===== src/rtl/instr_encoder_pkg.sv =====
// Shared decode constants for the instruction encoder and core controller.
// Holds the RV32I opcode values, the request-kind encoding, the encoder FSM
// state type and a signed range helper used by the legality checks.
package instr_encoder_pkg;

   localparam logic [6:0] OP_R    = 7'b0110011;
   localparam logic [6:0] OP_I    = 7'b0010011;
   localparam logic [6:0] OP_U    = 7'b0110111;
   localparam logic [6:0] OP_LW   = 7'b0000011;
   localparam logic [6:0] OP_SW   = 7'b0100011;
   localparam logic [6:0] OP_BR   = 7'b1100011;
   localparam logic [6:0] OP_JAL  = 7'b1101111;
   localparam logic [6:0] OP_JALR = 7'b1100111;

   typedef enum logic [2:0] {
      KIND_R    = 3'd0,
      KIND_I    = 3'd1,
      KIND_U    = 3'd2,
      KIND_LW   = 3'd3,
      KIND_SW   = 3'd4,
      KIND_BR   = 3'd5,
      KIND_JAL  = 3'd6,
      KIND_JALR = 3'd7
   } req_kind_t;

   typedef enum logic {
      S_IDLE = 1'b0,
      S_HOLD = 1'b1
   } enc_state_t;

   // Inclusive signed range test on a 32-bit immediate.
   function automatic logic in_range(input logic signed [31:0] v,
                                     input logic signed [31:0] lo,
                                     input logic signed [31:0] hi);
      return (v >= lo) && (v <= hi);
   endfunction

endpackage


===== src/rtl/instr_encoder_if.sv =====
// Request and instruction-memory write bus of the encoder.
//   master : drives requests, set_base/base and wr_ready (controller / bench)
//   slave  : the encoder; returns req_ready, the write port, err and err_count
interface instr_encoder_if;
   import instr_encoder_pkg::*;

   logic        req_valid;
   logic        req_ready;
   req_kind_t   req_kind;
   logic [2:0]  funct3;
   logic        funct7b5;
   logic [4:0]  rd;
   logic [4:0]  rs1;
   logic [4:0]  rs2;
   logic [31:0] imm;
   logic        set_base;
   logic [31:0] base;
   logic        wr_valid;
   logic        wr_ready;
   logic [31:0] wr_addr;
   logic [31:0] wr_data;
   logic        err;
   logic [7:0]  err_count;

   modport master (
      output req_valid, req_kind, funct3, funct7b5, rd, rs1, rs2, imm,
             set_base, base, wr_ready,
      input  req_ready, wr_valid, wr_addr, wr_data, err, err_count
   );

   modport slave (
      input  req_valid, req_kind, funct3, funct7b5, rd, rs1, rs2, imm,
             set_base, base, wr_ready,
      output req_ready, wr_valid, wr_addr, wr_data, err, err_count
   );

endinterface


===== src/rtl/instr_encoder_imm_pack.sv =====
// Combinational RV32I word packer with legality check.
//   kind, funct3, funct7b5, rd, rs1, rs2, imm : request fields
//   word  : packed 32-bit instruction
//   legal : request passes the immediate range/alignment checks
module instr_imm_pack
   import instr_encoder_pkg::*;
(
   input  req_kind_t   kind,
   input  logic [2:0]  funct3,
   input  logic        funct7b5,
   input  logic [4:0]  rd,
   input  logic [4:0]  rs1,
   input  logic [4:0]  rs2,
   input  logic [31:0] imm,
   output logic [31:0] word,
   output logic        legal
);

   logic signed [31:0] simm;
   logic [6:0]         funct7;
   logic               is_shift;

   assign simm     = imm;
   assign funct7   = {1'b0, funct7b5, 5'b00000};
   assign is_shift = (funct3 == 3'b001) || (funct3 == 3'b101);

   always_comb begin
      word  = '0;
      legal = 1'b0;
      case (kind)
         KIND_R: begin
            word  = {funct7, rs2, rs1, funct3, rd, OP_R};
            legal = 1'b1;
         end
         KIND_I: begin
            if (is_shift) begin
               word  = {funct7, imm[4:0], rs1, funct3, rd, OP_I};
               legal = (imm[31:5] == '0);
            end else begin
               word  = {imm[11:0], rs1, funct3, rd, OP_I};
               legal = in_range(simm, -32'sd2048, 32'sd2047);
            end
         end
         KIND_U: begin
            word  = {imm[31:12], rd, OP_U};
            legal = (imm[11:0] == '0);
         end
         KIND_LW: begin
            word  = {imm[11:0], rs1, funct3, rd, OP_LW};
            legal = in_range(simm, -32'sd2048, 32'sd2047);
         end
         KIND_SW: begin
            word  = {imm[11:5], rs2, rs1, funct3, imm[4:0], OP_SW};
            legal = in_range(simm, -32'sd2048, 32'sd2047);
         end
         KIND_BR: begin
            word  = {imm[12], imm[10:5], rs2, rs1, funct3, imm[4:1], imm[11], OP_BR};
            legal = in_range(simm, -32'sd4096, 32'sd4094) && !imm[0];
         end
         KIND_JAL: begin
            word  = {imm[20], imm[10:1], imm[11], imm[19:12], rd, OP_JAL};
            legal = in_range(simm, -32'sd1048576, 32'sd1048574) && !imm[0];
         end
         KIND_JALR: begin
            word  = {imm[11:0], rs1, 3'b000, rd, OP_JALR};
            legal = in_range(simm, -32'sd2048, 32'sd2047);
         end
         default: begin
            word  = '0;
            legal = 1'b0;
         end
      endcase
   end

endmodule


===== src/rtl/instr_encoder.sv =====
// Instruction encoder: accepts encode requests, writes the packed word to
// instruction memory at an auto-incrementing address, and counts rejects.
//   clk   : rising-edge clock
//   reset : asynchronous active-high reset
//   bus   : request / write / error bus (slave side)
module instr_encoder
   import instr_encoder_pkg::*;
(
   input  logic             clk,
   input  logic             reset,
   instr_encoder_if.slave   bus
);

   enc_state_t  state;
   logic        ready_q;
   logic        valid_q;
   logic [31:0] addr_q;
   logic [31:0] data_q;
   logic        err_q;
   logic [7:0]  err_count_q;
   logic        base_pend;
   logic [31:0] base_next;

   logic [31:0] word;
   logic        legal;
   logic [31:0] base_al;

   assign base_al = bus.base & ~32'h0000_0003;

   instr_imm_pack u_pack (
      .kind     (bus.req_kind),
      .funct3   (bus.funct3),
      .funct7b5 (bus.funct7b5),
      .rd       (bus.rd),
      .rs1      (bus.rs1),
      .rs2      (bus.rs2),
      .imm      (bus.imm),
      .word     (word),
      .legal    (legal)
   );

   always_ff @(posedge clk or posedge reset) begin
      if (reset) begin
         state       <= S_IDLE;
         ready_q     <= 1'b1;
         valid_q     <= 1'b0;
         addr_q      <= '0;
         data_q      <= '0;
         err_q       <= 1'b0;
         err_count_q <= '0;
         base_pend   <= 1'b0;
         base_next   <= '0;
      end else begin
         err_q <= 1'b0;
         case (state)
            S_IDLE: begin
               // A same-cycle request lands at the freshly loaded base.
               if (bus.set_base)
                  addr_q <= base_al;
               if (bus.req_valid) begin
                  if (legal) begin
                     data_q  <= word;
                     valid_q <= 1'b1;
                     ready_q <= 1'b0;
                     state   <= S_HOLD;
                  end else begin
                     err_q <= 1'b1;
                     if (err_count_q != 8'hFF)
                        err_count_q <= err_count_q + 8'd1;
                  end
               end
            end
            S_HOLD: begin
               // The pending address stays put; a base set while holding is
               // parked and replaces the +4 step once the word is taken.
               if (bus.wr_ready) begin
                  valid_q   <= 1'b0;
                  ready_q   <= 1'b1;
                  state     <= S_IDLE;
                  base_pend <= 1'b0;
                  if (bus.set_base)
                     addr_q <= base_al;
                  else if (base_pend)
                     addr_q <= base_next;
                  else
                     addr_q <= addr_q + 32'd4;
               end else if (bus.set_base) begin
                  base_pend <= 1'b1;
                  base_next <= base_al;
               end
            end
            default: state <= S_IDLE;
         endcase
      end
   end

   assign bus.req_ready = ready_q;
   assign bus.wr_valid  = valid_q;
   assign bus.wr_addr   = addr_q;
   assign bus.wr_data   = data_q;
   assign bus.err       = err_q;
   assign bus.err_count = err_count_q;

endmodule


===== src/flat_wrapper.sv =====
// flat-port wrapper written by rule: the top's interface ports become plain ports
module instr_encoder_flat import instr_encoder_pkg::*;
  (clk, reset, bus_req_valid, bus_req_kind, bus_funct3, bus_funct7b5, bus_rd, bus_rs1, bus_rs2, bus_imm, bus_set_base, bus_base, bus_wr_ready, bus_req_ready, bus_wr_valid, bus_wr_addr, bus_wr_data, bus_err, bus_err_count);
  instr_encoder_if bus_i ();
  input  logic clk;
  input  logic reset;
  input wire logic [$bits(bus_i.req_valid)-1:0] bus_req_valid;
  input wire logic [$bits(bus_i.req_kind)-1:0] bus_req_kind;
  input wire logic [$bits(bus_i.funct3)-1:0] bus_funct3;
  input wire logic [$bits(bus_i.funct7b5)-1:0] bus_funct7b5;
  input wire logic [$bits(bus_i.rd)-1:0] bus_rd;
  input wire logic [$bits(bus_i.rs1)-1:0] bus_rs1;
  input wire logic [$bits(bus_i.rs2)-1:0] bus_rs2;
  input wire logic [$bits(bus_i.imm)-1:0] bus_imm;
  input wire logic [$bits(bus_i.set_base)-1:0] bus_set_base;
  input wire logic [$bits(bus_i.base)-1:0] bus_base;
  input wire logic [$bits(bus_i.wr_ready)-1:0] bus_wr_ready;
  output wire logic [$bits(bus_i.req_ready)-1:0] bus_req_ready;
  output wire logic [$bits(bus_i.wr_valid)-1:0] bus_wr_valid;
  output wire logic [$bits(bus_i.wr_addr)-1:0] bus_wr_addr;
  output wire logic [$bits(bus_i.wr_data)-1:0] bus_wr_data;
  output wire logic [$bits(bus_i.err)-1:0] bus_err;
  output wire logic [$bits(bus_i.err_count)-1:0] bus_err_count;
  assign bus_i.req_valid = bus_req_valid;
  assign bus_i.req_kind = bus_req_kind;
  assign bus_i.funct3 = bus_funct3;
  assign bus_i.funct7b5 = bus_funct7b5;
  assign bus_i.rd = bus_rd;
  assign bus_i.rs1 = bus_rs1;
  assign bus_i.rs2 = bus_rs2;
  assign bus_i.imm = bus_imm;
  assign bus_i.set_base = bus_set_base;
  assign bus_i.base = bus_base;
  assign bus_i.wr_ready = bus_wr_ready;
  assign bus_req_ready = bus_i.req_ready;
  assign bus_wr_valid = bus_i.wr_valid;
  assign bus_wr_addr = bus_i.wr_addr;
  assign bus_wr_data = bus_i.wr_data;
  assign bus_err = bus_i.err;
  assign bus_err_count = bus_i.err_count;
  instr_encoder u_core (.clk(clk), .reset(reset), .bus(bus_i));
endmodule

===== config.mk =====
export PLATFORM = sky130hd
export DESIGN_NAME = instr_encoder_flat
export DESIGN_NICKNAME = d
export VERILOG_FILES = /design/src/rtl/instr_encoder_pkg.sv /design/src/rtl/instr_encoder_if.sv /design/src/rtl/instr_encoder_imm_pack.sv /design/src/rtl/instr_encoder.sv /design/src/flat_wrapper.sv
export SDC_FILE = /design/constraint.sdc
export NUM_CORES = 1
export LEC_CHECK = 0
export CAP_MARGIN = 40
export CORE_UTILIZATION = 40
export DETAILED_ROUTE_END_ITERATION = 10
export GPL_ROUTABILITY_DRIVEN = 0
export PLACE_DENSITY = 0.67
export SYNTH_ARGS = -nofsm -noshare
export SYNTH_HDL_FRONTEND = slang
export SYNTH_SLANG_ARGS = --single-unit

===== constraint.sdc =====
create_clock -name clk -period 5.9 [get_ports clk]
set_input_delay 1.475 -clock clk [delete_from_list [all_inputs] [get_ports clk]]
set_output_delay 1.475 -clock clk [all_outputs]
set_load 0.005 [all_outputs]

# Yosys cells after proc, flatten, opt, wreduce, memory -nomap -nowiden
# Cells that the tools add are included.
[word_totals]
ff_bits = 107
output_inout_bits = 75
word_cells = 78
[op_classes]
addsub = 2
order_cmp = 6
eq_ne = 14
muxes = 26
bitwise = 3
reduce_logical = 18
[op_table]
columns = ["op", "n"]
rows = [
  ["case mux 32 bit (8 select lines)", 1],
  ["2-to-1 mux 32 bit", 5],
  ["case mux 32 bit (2 select lines)", 1],
  ["adder 32 x 3 -> 32 bit, second input constant", 1],
  [">= comparator 32 x 12 -> 1 bit, second input constant", 1],
  [">= comparator 32 x 13 -> 1 bit, second input constant", 1],
  [">= comparator 32 x 21 -> 1 bit, second input constant", 1],
  ["<= comparator 32 x 12 -> 1 bit, second input constant", 1],
  ["<= comparator 32 x 13 -> 1 bit, second input constant", 1],
  ["<= comparator 32 x 21 -> 1 bit, second input constant", 1],
  ["logical NOT 27 bit", 1],
  ["equality test 3 bit, second input constant", 5],
  ["2-to-1 mux 1 bit", 15],
  ["logical NOT 12 bit", 1],
  ["AND reduction 3 bit", 3],
  ["adder 8 x 1 -> 8 bit, second input constant", 1],
  ["inequality test 8 bit, second input constant", 1],
  ["equality test 3 x 1 -> 1 bit, second input constant", 2],
  ["equality test 3 x 2 -> 1 bit, second input constant", 2],
  ["inequality test 2 bit, second input constant", 3],
  ["case mux 1 bit (2 select lines)", 3],
  ["case mux 1 bit (6 select lines)", 1],
  ["logical AND 1 bit", 5],
  ["AND reduction 2 bit", 2],
  ["other kinds (8)", 10],
]

# Logic depth before layout (Yosys ltp)
# Gate-level depths: netlist (run 1).
[logic_depth]
depth_word = 7
ltp_mapped = 9
mapped_depth_nobuf = 7

# Hierarchy
# Synthesis (run 1) repeated with hierarchy kept, for this count alone.
[unflattened]
cells_unflattened = 586
hier_area_um2 = 5926.9
[by_module_without_submodules]
columns = ["mod", "instances", "cells_per_inst", "area_per_inst_um2", "seq_area_each_um2"]
rows = [
  ["instr_encoder", 1, 465, 5147.4, 2628.8],
  ["instr_imm_pack", 1, 121, 779.5, 0.0],
]

# Worst setup path after synthesis (run 1)
# No wires, ideal clock.
[synth_timing]
kind = "input -> register"
start = "input port bus_imm[17]"
end = "register u_core.data_q[5] (netlist: u_core.bus.wr_data[5])"
setup_ns = 0.127
arrival_ns = 3.331
setup_slack_ns = 2.441
stages = 8
path_buffers = 1
path_cell_list = "or4_1 -> nor2_2 -> nand3_1 -> a311oi_2 -> a211oi_2 -> nor2_8 -> buf_6 -> mux2_1"
[synth_via]
elab_chain_len = 5
elab_cells_between_ends = 15
cone_classes = "order compare (6); mux (2); reduce/logical (7)"
[synth_rtl]
columns = ["item", "line", "source"]
rows = [
  ["from (decl)", "flat_wrapper.sv:14", "input wire logic [$bits(bus_i.imm)-1:0] bus_imm;"],
  [">= comparator 32 x 12 -> 1 bit, or another cell as far along", "instr_encoder_pkg.sv:35", "return (v >= lo) && (v <= hi);"],
  ["logical AND 1 bit", "instr_encoder_pkg.sv:35", ""],
  ["2-to-1 mux 1 bit, or another cell as far along", "instr_encoder_imm_pack.sv:36", "if (is_shift) begin"],
  ["case mux 1 bit (6 select lines) *", "instr_encoder_imm_pack.sv:30", "case (kind)"],
  ["AND reduction 3 bit (no source line) *", "-", ""],
  ["to (signal assigned)", "instr_encoder.sv:62", "data_q <= word;"],
  ["to (decl)", "instr_encoder.sv:18", "logic [31:0] data_q;"],
]
# Mark *: on every way between the ends. The rest lies on a longest branch, timed or not.
# A chain may end at the register's enable or synchronous reset.

# Worst setup path in the final report (run 1)
[layout_timing]
start = "input port bus_req_kind[0]"
end = "register u_core.data_q[7] (netlist: u_core.bus.wr_data[7])"
[layout_via]
elab_chain_len = 4
elab_cells_between_ends = 12
cone_classes = "eq/ne (7); mux (2); reduce/logical (3)"
[layout_rtl]
columns = ["item", "line", "source"]
rows = [
  ["from (decl)", "flat_wrapper.sv:8", "input wire logic [$bits(bus_i.req_kind)-1:0] bus_req_kind;"],
  ["equality test 3 bit / equality test 3 x 2 -> 1 bit (equally long branches)", "instr_encoder_imm_pack.sv:30", ""],
  ["OR reduction 3 bit (no source line)", "-", ""],
  ["case mux 1 bit (6 select lines)", "instr_encoder_imm_pack.sv:30", ""],
  ["AND reduction 3 bit (no source line)", "-", ""],
]
# Parallel ways exist; a longest one is shown, timed or not.

==> results of run 1 <==
## per-layer routing
metal	vias to the layer above	share of wire, %	routed length, um
li1	2599	-	-
met3	24	7.2	1282
met2	244	49	8642
met4	0	1.9	344
met5	-	0	0
met1	2746	42	7447
## layout make-up
class                   instances  area, um2  area share (%)
clock inverters                 5      56.30          0.6864
repair buffers                170       1694           20.65
multi-input cells             465       3327           40.56
flip-flops and latches        104       2604           31.74
inverters                      11      43.79          0.5339
clock buffers                  11      242.7           2.959
well taps                     188      235.2           2.868
## synth_stat cells, types with 3 or more instances
cell type  number  area [um2]
a211oi_1        4       30.03
a21o_1          5       37.54
a21oi_1        40       200.2
a221oi_1        7       61.31
a22o_1          9       78.83
a22oi_1         5       37.54
a31oi_1         3       18.77
and3_1         15       93.84
and4_1          4       35.03
buf_1           8       30.03
buf_4           3       22.52
clkbuf_1       29       108.9
dfrtp_1       103        2577
inv_1          10       37.54
mux2_1         29       326.6
mux2_2         57       641.9
mux2i_1        13       130.1
nand2_1        48       180.2
nand2b_1       11       68.82
nand3_1        23       115.1
nand3b_1        6       45.04
nand4_1        15       93.84
nor2_1         24       90.09
nor2b_1         7       43.79
nor3_1          6       30.03
nor3b_1         3       22.52
nor4_1          7       43.79
o21ai_0        27       135.1
o21ai_1         4       20.02
o221ai_1        6       52.55
o22ai_1        31       193.9
xnor2_1        11       96.34
xor2_1         14       122.6
## path summary, 6_finish.rpt
| check | slack, ns | startpoint | depth (start not counted) | endpoint |
|---|---|---|---|---|
| hold reg to reg | 0.49 | u_core.bus.err_count[5] | 1 | u_core.bus.err_count[5] |
| hold / removal | 0.49 | u_core.bus.err_count[5] | 1 | u_core.bus.err_count[5] |
| setup / recovery | 1.56 | bus_req_kind[0] | 8 | u_core.bus.wr_data[7] |
| max in group asynchronous | 3.78 | reset | 3 | u_core.bus.req_ready |
| setup reg to reg | 3.51 | u_core.bus.wr_addr[4] | 6 | u_core.bus.wr_addr[31] |
| min in group asynchronous | 1.44 | reset | 2 | u_core.bus.err_count[4] |
## state kept, by name, summed over array words and instances (netlist names), 8 cells and up
register	count
u_core.bus.wr_data	31
u_core.base_next	30
u_core.bus.wr_addr	30
u_core.bus.err_count	8
## kinds of logic after synthesis
group                      count (synthesis)
adders and majority gates                  2
DFF                                      104
other                                      1
muxes                                     99
buffers and inverters                     56
AOI/OAI and AO/OA                        157
xor gates and xnor gates                  25
and+or+nand+nor                          180
## per-stage QoR
| stage | instances | cell area [um2] | total power, mW |
|---|---|---|---|
| floorplan | 625 | 6185 | 1.401 |
| global placement | 937 | 7876 | 1.774 |
| detailed placement | 938 | 7904 | 1.811 |
| CTS | 954 | 8203 | 2.432 |
| global route | 954 | 8203 | 2.548 |
| finish | 954 | 8203 | 2.410 |
## layout by cell type, fill, tap and decap left out, drive strengths merged, types with 7 or more instances in the layout
master         instances
clkdlybuf4s50        160
dfrtp                103
mux2                  86
nand2                 48
a21oi                 40
o22ai                 31
o21ai                 31
nor2                  26
nand3                 23
nand4                 15
and3                  15
xor2                  14
mux2i                 13
nand2b                11
xnor2                 11
clkbuf                11
inv                   10
buf                   10
a22o                   9
nor3                   8
nor4                   7
nor2b                  7
a221oi                 7
## worst register-to-register path, delay by kind of cell (launching register included)
| family | cells | cell delay, ns |
|---|---|---|
| compound gates | 1 | 0.15 |
| simple gates | 4 | 1.39 |
| flops | 1 | 0.49 |
| mux | 1 | 0.30 |
## power groups by stage
stage	clock network [mW]	logic, mW	registers (mW)
global route	0.655	0.821	1.07
global placement	0	0.728	1.05
detailed placement	0	0.752	1.06
CTS	0.629	0.757	1.05
finish	0.613	0.749	1.05
floorplan	0	0.380	1.02
==> results.py, run 1 <==
metrics = {
    "run_status": {
        "outcome": "completed",
    },
    "logic_synthesis": {
        "avgSynthCellArea_um2": 9.905,
        "synthAdderAreaFrac_pct": 0.4049,
        "synth_compound_area_share_pct": 16.44,
        "synth_seq_cells": 104,
        "postSynth.asyncResetShare_pct": 100.0,
        "syn_area_um2": 6181,
        "synth-seq-area-share_pct": 42.13,
        "synth_edf_count": 0,
        "syn_inst": 624,
        "synth.distinct_cells": 62,
        "synth_top_family_by_area": "multiplexers",
        "yosys.area_share.simple_pct": 15.55,
        "synth_ff_type": "dfrtp_1",
        "yosys_warnings": 0,
        "muxShareOfSynthArea_pct": 17.77,
        "yosys.area_share.xor_xnor_pct": 3.543,
    },
    "power_and_ir_drop": {
        "vdd_drop_max_mv": 0.1695,
        "power_frac_seq_pct": 43.5,
        "swShare_pct": 29.84,
        "clkPwrFrac_pct": 25.4,
        "combPwrFrac_pct": 31.1,
        "intPower_mw": 1.691,
        "power_leakage_nw": 3.309,
        "cellPowerDensity_nw_per_um2": 293.7,
        "p_sw_uw": 718.9,
    },
    "global_route": {
        "grt_max_degree": 62,
        "track_usage_pct": 22.24,
        "grt.overflow.total": 0,
        "grt.met1_usage_pct": 28.09,
        "grt_antenna_before_repair": 0,
        "grt_use_met2_pct": 37.50,
        "use_met3_pct": 5.188,
        "top_usage_layer": "met2",
        "first_global_vias": 5410,
        "grt_first_pass_wirelength_mm": 28.09,
    },
    "clock_tree": {
        "cts.root.buffer_cell": "clkbuf_16",
        "cts_htree_levels": 3,
        "post_cts_resized": 0,
        "post-cts-setup-buffer-count": 0,
        "cts_hold_buf": 0,
        "cts.path.max_buffers": 2,
        "cts_tree": "built",
        "path_clk_slew_ns": 0.07,
        "cts_buffers": 9,
        "cts.sinks": 104,
        "worstSkewPairLatency_ns": 0.35,
    },
    "placement": {
        "dpl.hpwl_mm": 12.16,
        "port-buffer-count": 161,
        "dp_slack_ns": 1.237,
    },
    "sta": {
        "setup-tns-final_ns": 0,
        "slew-limit-headroom_pct": 43.35,
        "min_period_over_period_pct": 73.51,
        "worst_slack_ns": 1.563,
        "drv_slew": 0,
        "period_needed_ns": 4.337,
        "hold_viol_final": 0,
        "clock_skew_ns": 0.008294,
        "fmaxAchievable_ghz": 0.2306,
        "rsz0062_at_grt": "no",
        "hold_ws_ns": 0.4867,
        "tightest_slew_ns": 0.8441,
        "finalSetupViolations": 0,
    },
    "cells_and_area": {
        "syn_to_final_growth_pct": 32.71,
        "fin_util_pct": 54.16,
        "final_nets": 854,
        "antenna_cells": 0,
        "final.fill_count": 1328,
        "drive_gt1_share_pct": 12.01,
    },
    "routing": {
        "drcViolationCount": 0,
        "viasPerCell": 5.884,
        "drt_first_iter_violations": 317,
        "drt_first_pass_iters": 5,
        "vias": 5613,
        "postRouteAntennaNets": 0,
        "wl_per_cell_um": 18.57,
        "wl_mm": 17.72,
    },
    "setup_path": {
        "crit_family": "simple AND/OR/NAND/NOR gates",
        "critPathBufInv": 1,
        "end_kind": "register",
        "cp_data_arrival_time_ns": 4.57,
        "worstSetupStartpointType": "input pin",
        "crit_path_max_fanout": 33,
        "critical-path-slowest-cell": "clkdlybuf4s50_1",
        "critPathKind": "in2reg",
        "cpPeakStageDelay_ns": 0.94,
        "cp_data_required_time_ns": 6.13,
        "cp_cell_sequence": "clkdlybuf4s50_1 > nor4bb_1 > a41o_1 > a21oi_1 > o22ai_1 > a211oi_2 > nor2_8 > mux2_1",
    },
    "die": {
        "fp.dieArea_um2": 15950,
        "fp-row-count": 45,
        "ioPinCount": 166,
        "die_width_um": 126.3,
        "core_area_um2": 15150,
        "initial_core_util_pct": 40.81,
        "die_y_um": 126.3,
    },
    "min_path": {
        "hold_path.class": "reg2reg",
    },
    "run": {
        "cap_violations": 0,
    },
}
Note: power is estimated with default switching activity, not from simulation.
==> run 2, diff against run 1 <==
clock period = 4.05 ns   (was 5.9 ns; I/O delays follow)
==> run 2 against run 1 <==
Clock power grew 56%. Sequential power is 46% higher. Via count grew 0.29%. Power up 49%. Critical path depth is 1 higher. Core utilization is 0.73 points higher. Critical path type unchanged.
==> results.py, run 2 (synthesis gave the netlist of run 1 again) <==
metrics = {
    "cells_and_area": {
        "multiInputGateArea_um2": 3327,
        "syn_to_final_growth_pct": 34.49,
        "final_common_cell": "clkdlybuf4s50_1",
        "final_nets": 866,
        "design_area_um2": 8313,
        "final.fill_count": 1312,
        "ff_latch_area_um2": 2604,
        "largest_reg_flops": 31,
        "final_cell_mix": "160 x clkdlybuf4s50_1, 103 x dfrtp_1, 57 x mux2_2, 48 x nand2_1, 40 x a21oi_1",
        "fin_cells": 966,
        "antenna_cells": 0,
        "drive_gt1_share_pct": 13.24,
    },
    "routing": {
        "drcViolationCount": 0,
        "postRouteAntennaNets": 0,
        "viasPerCell": 5.827,
        "drt_first_iter_violations": 285,
        "vias": 5629,
        "wl_mm": 17.73,
        "wl_per_cell_um": 18.36,
        "drt_first_pass_iters": 5,
    },
    "clock_tree": {
        "cts_htree_levels": 3,
        "cts_hold_buf": 0,
        "cts.root.buffer_cell": "clkbuf_16",
        "post_cts_resized": 0,
        "cts.path.max_buffers": 2,
        "cts_tree": "built",
        "cts.sinks": 104,
        "cts_buffers": 9,
        "path_clk_slew_ns": 0.07,
        "worstSkewPairLatency_ns": 0.36,
        "post-cts-setup-buffer-count": 0,
    },
    "global_route": {
        "track_usage_pct": 22.80,
        "grt_first_pass_wirelength_mm": 28.84,
        "grt.overflow.total": 0,
        "grt_max_degree": 105,
        "first_global_vias": 5657,
        "grt_antenna_before_repair": 0,
    },
    "setup_path": {
        "end_kind": "register",
        "cpPeakStageDelay_ns": 0.71,
        "worstSetupStartpointType": "input pin",
        "crit_path_max_fanout": 33,
        "regToRegStartpoint": "u_core.bus.wr_addr[4]",
        "cp_data_required_time_ns": 4.28,
        "crit_family": "simple AND/OR/NAND/NOR gates",
        "r2r_cells": 6,
        "cp_cell_sequence": "clkdlybuf4s50_1 > nor4_1 > nand4_1 > a211oi_1 > buf_4 > a211oi_2 > nor2_8 > buf_12 > mux2_1",
        "rrSetupSlack_ns": 1.73,
        "r2r_end": "u_core.bus.wr_addr[31]",
        "worstSetupStartpoint": "bus_imm[11]",
        "critPathBufInv": 3,
        "cp_data_arrival_time_ns": 3.71,
        "cp.depth": 9,
        "critical-path-slowest-cell": "nor4_1",
        "crit_end": "u_core.bus.wr_data[29]",
        "critPathKind": "in2reg",
    },
    "power_and_ir_drop": {
        "power_mw": 3.580,
        "power_leakage_nw": 3.369,
        "vdd_drop_max_mv": 0.1928,
        "cellPowerDensity_nw_per_um2": 430.7,
    },
    "placement": {
        "place_inst": 950,
        "dpl.hpwl_mm": 12.19,
        "port-buffer-count": 161,
        "place_area_um2": 7999,
    },
    "sta": {
        "hold_viol_final": 0,
        "slew-limit-headroom_pct": 45.43,
        "min_period_over_period_pct": 85.79,
        "drv_slew": 0,
        "tightest_slew_ns": 0.8131,
        "fmaxAchievable_ghz": 0.2878,
        "finalSetupViolations": 0,
        "rsz0062_at_grt": "no",
        "clock_skew_ns": 0.01113,
        "period_needed_ns": 3.474,
        "setup-tns-final_ns": 0,
    },
    "die": {
        "die_y_um": 126.3,
        "ioPinCount": 166,
        "die_width_um": 126.3,
        "core_area_um2": 15150,
        "fp-row-count": 45,
        "initial_core_util_pct": 40.81,
        "fp.dieArea_um2": 15950,
    },
    "run": {
        "cap_violations": 0,
    },
    "min_path": {
        "hold_path.class": "reg2reg",
        "hold_start": "u_core.bus.wr_valid",
    },
    "run_status": {
        "outcome": "completed",
    },
}
-- run 2: worst min-delay path by stage --
stage,end,slack [ns],depth (start not counted)
floorplan,u_core.base_next[14],0.47,1
finish,u_core.bus.wr_valid,0.49,1
global route,u_core.bus.wr_data[31],0.51,1
CTS,u_core.bus.wr_valid,0.49,1
detailed placement,u_core.bus.wr_data[6],0.48,1
global placement,u_core.bus.wr_valid,0.47,1
-- run 2: final cells by class --
type / count / share of cell area, %
repair buffers: 182 / 21.52
clock inverters: 5 / 0.9783
multi-input cells: 465 / 40.02
inverters: 11 / 0.5268
clock buffers: 11 / 2.800
flip-flops and latches: 104 / 31.32
well taps: 188 / 2.830
-- run 2: routing by layer --
| metal | track usage [%] | routed length [um] |
|---|---|---|
| met1 | 27.88 | 7614 |
| met2 | 39.06 | 8557 |
| met3 | 5.356 | 1243 |
| met4 | 8.646 | 318 |
| met5 | 0 | 0 |
-- run 2: power by group --
part,switching (mW),internal (mW),total (mW)
clock,0.411,0.543,0.954
combinational,0.422,0.677,1.10
sequential,0.231,1.30,1.53
total,1.06,2.52,3.58
-- run 2: stage by stage --
stage          utilization, %  setup WS, ns  hold WS, ns
5_1_grt                 54.89        0.4968       0.5090
3_5_place_dp            52.81        0.2628       0.4751
2_1_floorplan               -        0.3070       0.4699
6_report                54.89        0.5755       0.4879
4_1_cts                 54.89        0.6510       0.4918
3_3_place_gp            52.81        0.3375       0.4660
==> run 3, diff against run 2 <==
SLEW_MARGIN = 20   (was unset)
==> results of run 3 <==
Final layout, timing and power as in run 2 (identical DEF).
